**src/rtl/video_img_pkg.sv**
```systemverilog
// Shared types and defaults for the video image capture block.
package video_img_pkg;

  // Pixel position counter width (columns and lines).
  localparam int POSW     = 13;

  localparam int DEF_SCRW  = 1920;
  localparam int DEF_SCRH  = 1080;
  localparam int DEF_IMGW  = 320;
  localparam int DEF_IMGH  = 240;
  localparam int DEF_ADDRW = 17;

  typedef enum logic [1:0] {
    ST_IDLE,
    ST_WAIT_SOF,
    ST_CAPTURE,
    ST_DONE
  } cap_state_e;

endpackage

```
**src/rtl/video_pos_cnt.sv**
```systemverilog
// Column/line position tracker for an AXI4-Stream video stream.
// cur_col/cur_row give the position of the beat on the bus this cycle
// (tuser forces 0,0). The flags report tlast arriving early or missing.
module video_pos_cnt import video_img_pkg::*; #(
  parameter int SCRW = DEF_SCRW,
  parameter int SCRH = DEF_SCRH
) (
  input  logic            clk,
  input  logic            rst,
  input  logic            beat,
  input  logic            sof,
  input  logic            eol,
  output logic [POSW-1:0] cur_col,
  output logic [POSW-1:0] cur_row,
  output logic            early_eol,
  output logic            late_eol
);

  logic [POSW-1:0] col, row;
  logic            last_col;

  assign cur_col   = sof ? '0 : col;
  assign cur_row   = sof ? '0 : row;
  assign last_col  = (cur_col == POSW'(SCRW - 1));
  assign early_eol = beat & eol & ~last_col;
  assign late_eol  = beat & ~eol & last_col;

  // Advance on every beat; a line ends on tlast or on reaching the last column.
  always_ff @(posedge clk or negedge rst) begin
    if (!rst) begin
      col <= '0;
      row <= '0;
    end else if (beat) begin
      if (eol || last_col) begin
        col <= '0;
        row <= (cur_row == POSW'(SCRH - 1)) ? '0 : cur_row + 1'b1;
      end else begin
        col <= cur_col + 1'b1;
        row <= cur_row;
      end
    end
  end

endmodule

```
**src/rtl/video_img_capture.sv**
```systemverilog
// AXI4-Stream video sink: grabs an IMGW x IMGH window of one SCRW x SCRH frame
// into a write-only BRAM port, one pixel per beat, registered write (latency 1).
// Build option: CAPTURE_CONTINUOUS_EN -> re-arm automatically after each frame.
module video_img_capture import video_img_pkg::*; #(
  parameter int DATAW = 24,
  parameter int SCRW  = DEF_SCRW,
  parameter int SCRH  = DEF_SCRH,
  parameter int IMGW  = DEF_IMGW,
  parameter int IMGH  = DEF_IMGH,
  parameter int ADDRW = DEF_ADDRW
) (
  input  logic             clk,
  input  logic             rst,
  input  logic             en,
  input  logic             arm,
  input  logic [POSW-1:0]  offw,
  input  logic [POSW-1:0]  offh,
  input  logic [DATAW-1:0] s_axis_tdata,
  input  logic             s_axis_tvalid,
  output logic             s_axis_tready,
  input  logic             s_axis_tuser,
  input  logic             s_axis_tlast,
  output logic             bram_en_o,
  output logic             bram_we_o,
  output logic [ADDRW-1:0] bram_addr_o,
  output logic [DATAW-1:0] bram_data_o,
  output logic             busy,
  output logic             done,
  output logic             err
);

  localparam int PW1 = POSW + 1;

  cap_state_e      state, state_nxt;
  logic            run_q;
  logic            beat, sof_beat, arm_ok;
  logic [POSW-1:0] cur_col, cur_row, offw_q, offh_q;
  logic            early_eol, late_eol;
  logic            win_bad, in_win, last_wr, cap_now, wr_now, restart, busy_st;
  logic [ADDRW-1:0] wr_cnt, wr_addr;

  // tready held low until the first clock after reset release.
  assign s_axis_tready = en & run_q;
  assign beat          = s_axis_tvalid & s_axis_tready;
  assign sof_beat      = beat & s_axis_tuser;
  assign arm_ok        = en & arm & (state == ST_IDLE);

  video_pos_cnt #(.SCRW(SCRW), .SCRH(SCRH)) u_pos (
    .clk       (clk),
    .rst       (rst),
    .beat      (beat),
    .sof       (s_axis_tuser),
    .eol       (s_axis_tlast),
    .cur_col   (cur_col),
    .cur_row   (cur_row),
    .early_eol (early_eol),
    .late_eol  (late_eol)
  );

  assign win_bad = ({1'b0, offw} + PW1'(IMGW) > PW1'(SCRW)) ||
                   ({1'b0, offh} + PW1'(IMGH) > PW1'(SCRH));

  assign in_win = (cur_col >= offw_q) && ({1'b0, cur_col} < {1'b0, offw_q} + PW1'(IMGW)) &&
                  (cur_row >= offh_q) && ({1'b0, cur_row} < {1'b0, offh_q} + PW1'(IMGH));

  // Last window pixel is on the BRAM port this cycle; beats now belong to the next frame.
  assign last_wr = bram_we_o && (bram_addr_o == ADDRW'(IMGW * IMGH - 1));
  assign busy_st = (state == ST_WAIT_SOF) || (state == ST_CAPTURE);
  assign cap_now = ((state == ST_CAPTURE) && !last_wr) || ((state == ST_WAIT_SOF) && sof_beat);
  assign restart = (state == ST_CAPTURE) && !last_wr && sof_beat;
  assign wr_now  = cap_now & beat & in_win;
  assign wr_addr = sof_beat ? '0 : wr_cnt;

  // Next state and status outputs.
  always_comb begin
    state_nxt = state;
    busy      = 1'b0;
    done      = 1'b0;
    if (!en) begin
      state_nxt = ST_IDLE;
    end else begin
      busy = busy_st;
      unique case (state)
        ST_IDLE:     if (arm && !win_bad) state_nxt = ST_WAIT_SOF;
        ST_WAIT_SOF: if (sof_beat) state_nxt = ST_CAPTURE;
        ST_CAPTURE:  if (last_wr) state_nxt = ST_DONE;
        ST_DONE: begin
          done = 1'b1;
`ifdef CAPTURE_CONTINUOUS_EN
          state_nxt = ST_WAIT_SOF;
`else
          state_nxt = ST_IDLE;
`endif
        end
        default:     state_nxt = ST_IDLE;
      endcase
    end
  end

  // State, write port, address counter, window offsets and sticky error.
  always_ff @(posedge clk or negedge rst) begin
    if (!rst) begin
      state       <= ST_IDLE;
      run_q       <= 1'b0;
      bram_en_o   <= 1'b0;
      bram_we_o   <= 1'b0;
      bram_addr_o <= '0;
      bram_data_o <= '0;
      wr_cnt      <= '0;
      offw_q      <= '0;
      offh_q      <= '0;
      err         <= 1'b0;
    end else begin
      state     <= state_nxt;
      run_q     <= 1'b1;
      bram_en_o <= wr_now;
      bram_we_o <= wr_now;
      if (wr_now) begin
        bram_addr_o <= wr_addr;
        bram_data_o <= s_axis_tdata;
        wr_cnt      <= wr_addr + 1'b1;
      end else if (cap_now && sof_beat) begin
        wr_cnt <= '0;
      end
      if (arm_ok) begin
        offw_q <= offw;
        offh_q <= offh;
        err    <= win_bad;
      end else if ((busy_st && (early_eol || late_eol)) || restart) begin
        err <= 1'b1;
      end
    end
  end

endmodule
```
**config.mk**
```make
export PLATFORM = sky130hd
export DESIGN_NAME = video_img_capture
export DESIGN_NICKNAME = d
export VERILOG_FILES = /design/src/rtl/video_img_pkg.sv /design/src/rtl/video_pos_cnt.sv /design/src/rtl/video_img_capture.sv
export SDC_FILE = /design/constraint.sdc
export NUM_CORES = 1
export LEC_CHECK = 0
export ABC_AREA = 1
export BUFFER_PORTS_ARGS = -buffer_cell sky130_fd_sc_hd__buf_4
export CAP_MARGIN = 10
export CORE_ASPECT_RATIO = 0.6
export CORE_UTILIZATION = 59
export DETAILED_ROUTE_END_ITERATION = 7
export PLACE_DENSITY = 0.82
export SLEW_MARGIN = 20
export SYNTH_ARGS = -nofsm -noshare
export SYNTH_HDL_FRONTEND = slang
export SYNTH_SLANG_ARGS = --single-unit
```
**constraint.sdc**
```tcl
create_clock -name clk -period 2.6 [get_ports clk]
set_input_delay 0.39 -clock clk [delete_from_list [all_inputs] [get_ports clk]]
set_output_delay 0.39 -clock clk [all_outputs]
set_load 0.02 [all_outputs]
```
==> summary.md <==
| Metric | Value |
|---|---|
| Cell Area, Synth | 7530 sq um |
| Worst setup path start | offw_q[7] |
| Post-place setup slack | -0.105 ns |
| Worst-path clk slew | 0.06 ns |
| R2R Path End | bram_addr_o[1] |
| Reg2reg start | offw_q[7] |
| Syn-to-layout area delta | 32.7% |
| Die Span Y | 89.5 um |
| Startpoint Class | flip-flop |
| Worst vdd ir | 0.385 mV |
| Row cnt | 31 |
| Remaining DRCs | 1 |
| GR Overflow Total | 0 |
| Register area share after synthesis | 38.2% |
| Layout cells sized above 1 | 24.1% |
| Min-delay worst type | input pin to flip-flop |
| Vias in the first global route | 7162 |
| WP data required | 2.94 ns |
| Reg2Reg Depth | 17 |
| Status | finished, violations left |
| Final Hold Viols | 0 |
| Power after layout | 6.76 mW |
| Clk buf depth | 2 |
| Max Cap Viol | 0 |
| Final wirelength | 24200 um |
| Initial drt markers | 917 |
| RSZ-0062 raised after global routing | yes |
| Syn Area/Cell | 7.20 sq um |
| Placed cells | 1338 |
| Fill count | 796 |
| Dpl hpwl | 15400 um |
| Max Fanout on Critical Path | 6 |
| Final period util | 104% |
| Worst setup endpoint | bram_addr_o[1] |
| Largest net degree at the start of global routing | 49 |
| Post-synthesis cell type count | 37 |
| Ant diodes | 0 |
| Rel. slew slack | 54.5% |
| Final setup vio count | 56 |
| Finished Layout Cells | 1385 |
| Starting Density | 61.5% |
| IO Port Bufs | 103 |
| Tmin final | 2.71 ns |
| Gpl congestion | 0.997 |
| Number of H-tree levels | 4 |
| Num ports | 104 |
| Vias | 8091 |
| Gr usage total | 33.7% |
| Clock sinks | 115 |
| DIE WIDTH | 148 um |
| Worst R2R Setup Slack | -0.11 ns |
| Core Area | 12300 sq um |
| Leakage power | 5.26 nW |
| Clk_skew | 0.0101 ns |
| Yosys reg bits | 115 |
| Setup crit end kind | flip-flop |
| Worst-margin pin slew | 0.677 ns |
| Antenna violations before repair | 0 |
| Fin. max-slew vios | 0 |
| Worst setup margin | -0.113 ns |
| CTS root buf | clkbuf_16 |
| CP arrival | 3.05 ns |
| Slowest stage cell on the critical path | dfrtp_1 |
| DR pass1 iterations | 8 |
| Die Area | 13200 sq um |
| Nets | 1317 |
| Critical path class | flip-flop to flip-flop |
| Worst path most repeated cell | nand2_1 |
| CTS tree | yes |
| Num CTS Buffers | 17 |
| Final ANT Viol Nets | 0 |
| PwrDens | 677 nW/um^2 |
| Post-DR vias/cell | 5.84 |
| First-pass GRT wire length | 34700 um |
| Critical path, cell by cell | ha_2, o21ai_2, buf_4, xor2_1, ha_1, nand2_1, inv_1, nand3_1, nor2_1, nor2_2, nand2_2, nor2_8, nand2_8, clkinv_8, clkbuf_16, nand2_1, nand2_1 |
| Clock Latency Late Sink | 0.42 ns |
| Detailed-route wire length per cell | 17.5 um |
| Max Fclk | 369 MHz |
| Syn Nets | 1156 |
| Ys Warns | 0 |
| Failing checks | design-rule violations, negative setup slack |
| Mapped Cells | 1046 |
| Crit path largest cell delay | 0.40 ns |
[placed cells by master (no fill, tap or decap), types with 2 or more instances in the layout]
| master | instances |
|---|---|
| bufinv_16 | 2 |
| buf_6 | 2 |
| nor2_1 | 98 |
| nand4_1 | 35 |
| nor2_2 | 3 |
| xor2_1 | 28 |
| a21o_1 | 4 |
| buf_12 | 7 |
| nand2_2 | 37 |
| clkinv_4 | 2 |
| o21ai_0 | 48 |
| clkinv_2 | 2 |
| nand2_4 | 10 |
| nor2_4 | 3 |
| clkbuf_16 | 23 |
| xnor2_1 | 7 |
| buf_4 | 155 |
| o21ai_1 | 16 |
| nand3_1 | 54 |
| nor3_2 | 4 |
| dfrtp_1 | 115 |
| ha_2 | 2 |
| o22ai_1 | 11 |
| nand3_2 | 13 |
| clkinvlp_4 | 4 |
| inv_6 | 4 |
| a21oi_1 | 28 |
| o21ai_2 | 7 |
| nand3_4 | 2 |
| nand2_1 | 263 |
| nor3_1 | 21 |
| inv_1 | 141 |
| inv_2 | 5 |
| ha_1 | 50 |
[metrics by stage]
| step | setup TNS (ns) | hold slack, ns | utilization, % | area, sq um |
|---|---|---|---|---|
| 2_1_floorplan | 0 | 0.0944 | - | 7530 |
| 6_report | -2.34 | 0.168 | 81.6 | 10000 |
| 5_1_grt | -11.77 | 0.172 | 81.6 | 10000 |
| 3_3_place_gp | 0 | 0.360 | 72.0 | 8830 |
| 3_5_place_dp | -4.28 | 0.367 | 72.0 | 8830 |
| 4_1_cts | -0.0344 | 0.164 | 77.1 | 9450 |
[layer usage]
metal	vias up	track usage [%]	wire length (um)	share of wire [%]
met1	3740	47.9	10000	41
met4	0	9.75	697	2.9
met3	102	6.63	2650	11
li1	3683	-	-	-
met2	566	52.6	10900	45
met5	-	0	0	0
[power breakdown]
part	switching (mW)	internal (mW)
Combinational	1.29	0.851
Clock	0.933	1.45
Sequential	0.206	2.03
[cells by family (layout without fill, tap and decap cells)]
logic type / Yosys count / after routing / share of synthesized area [%]
AND/OR/NAND/NOR: 548 / 548 / 30.9
buffers and inverters: 176 / 350 / 9.58
other: 1 / 1 / 0.0498
AO/OA/AOI/OAI: 118 / 118 / 8.34
adder cells (fa/ha/maj): 53 / 53 / 8.80
XOR/XNOR: 35 / 35 / 4.07
flip-flops: 115 / 115 / 38.2
[how the worst min path moves through the flow]
stage | start | cells after the start | to | slack, ns
global placement | rst | 1 | u_pos.row[6] | 0.36
global route | s_axis_tdata[22] | 3 | bram_data_o[22] | 0.17
floorplan | rst | 0 | bram_addr_o[0] | 0.09
detailed placement | rst | 1 | u_pos.row[6] | 0.37
finish | s_axis_tdata[19] | 3 | bram_data_o[19] | 0.17
CTS | s_axis_tdata[18] | 3 | bram_data_o[18] | 0.16
[worst max-delay path: cells and delay by family (launching register included)]
family          cells  cell delay, ns
fa+ha+maj           2            0.47
simple gates        9            0.92
xor+xnor            1            0.19
buf+inv             4            0.45
compound gates      1            0.19
flops               1            0.40
[registers in the layout (all words and copies together) (netlist names)]
signal,cells
bram_we_o,1
run_q,1
err,1
bram_addr_o,17
offh_q,13
offw_q,13
bram_data_o,24
u_pos.row,13
state,2
u_pos.col,13
wr_cnt,17
[area by class of cell]
class / count / area [sq um] / area share, %
clock buffers: 18 / 439 / 4.39
repair buffers: 171 / 1490 / 14.9
inverters: 147 / 564 / 5.64
flip-flops and latches: 115 / 2880 / 28.8
well taps: 165 / 206 / 2.07
multi-input cells: 755 / 4270 / 42.7
clock inverters: 14 / 153 / 1.53
[Yosys cell counts]
library cell / instances / share of area [%]
a21o_1: 4 / 0.40
a21oi_1: 28 / 1.9
buf_1: 2 / 0.10
buf_2: 12 / 0.80
buf_4: 4 / 0.40
buf_6: 4 / 0.60
clkbuf_1: 7 / 0.35
clkinv_2: 1 / 0.066
conb_1: 1 / 0.050
dfrtp_1: 115 / 38
ha_1: 53 / 8.8
inv_1: 142 / 7.1
inv_2: 4 / 0.20
nand2_1: 307 / 15
nand2_2: 3 / 0.25
nand2_4: 1 / 0.15
nand3_1: 67 / 4.5
nand3_2: 1 / 0.13
nand3_4: 1 / 0.23
nand3b_1: 1 / 0.10
nand4_1: 35 / 2.9
nor2_1: 102 / 5.1
nor2_2: 2 / 0.17
nor2_8: 1 / 0.27
nor3_1: 24 / 1.6
nor3_2: 1 / 0.13
nor3b_1: 1 / 0.10
nor4_1: 1 / 0.083
o211a_1: 1 / 0.13
o21a_1: 1 / 0.10
o21ai_0: 49 / 3.3
o21ai_1: 22 / 1.5
o21ai_2: 1 / 0.12
o21bai_1: 1 / 0.10
o22ai_1: 11 / 0.91
xnor2_1: 7 / 0.81
xor2_1: 28 / 3.3
[repair_timing]
action | CTS | global route
hold buffers | 1 | 0
setup buffers | 1 | 6
cloned | 0 | 7
pin swaps | 1 | 18
endpoints found under the hold margin | 29 | 0
gates resized for setup | 4 | 95
endpoints found under the setup margin | 58 | 59
Note: power is estimated with default switching activity, not from simulation.
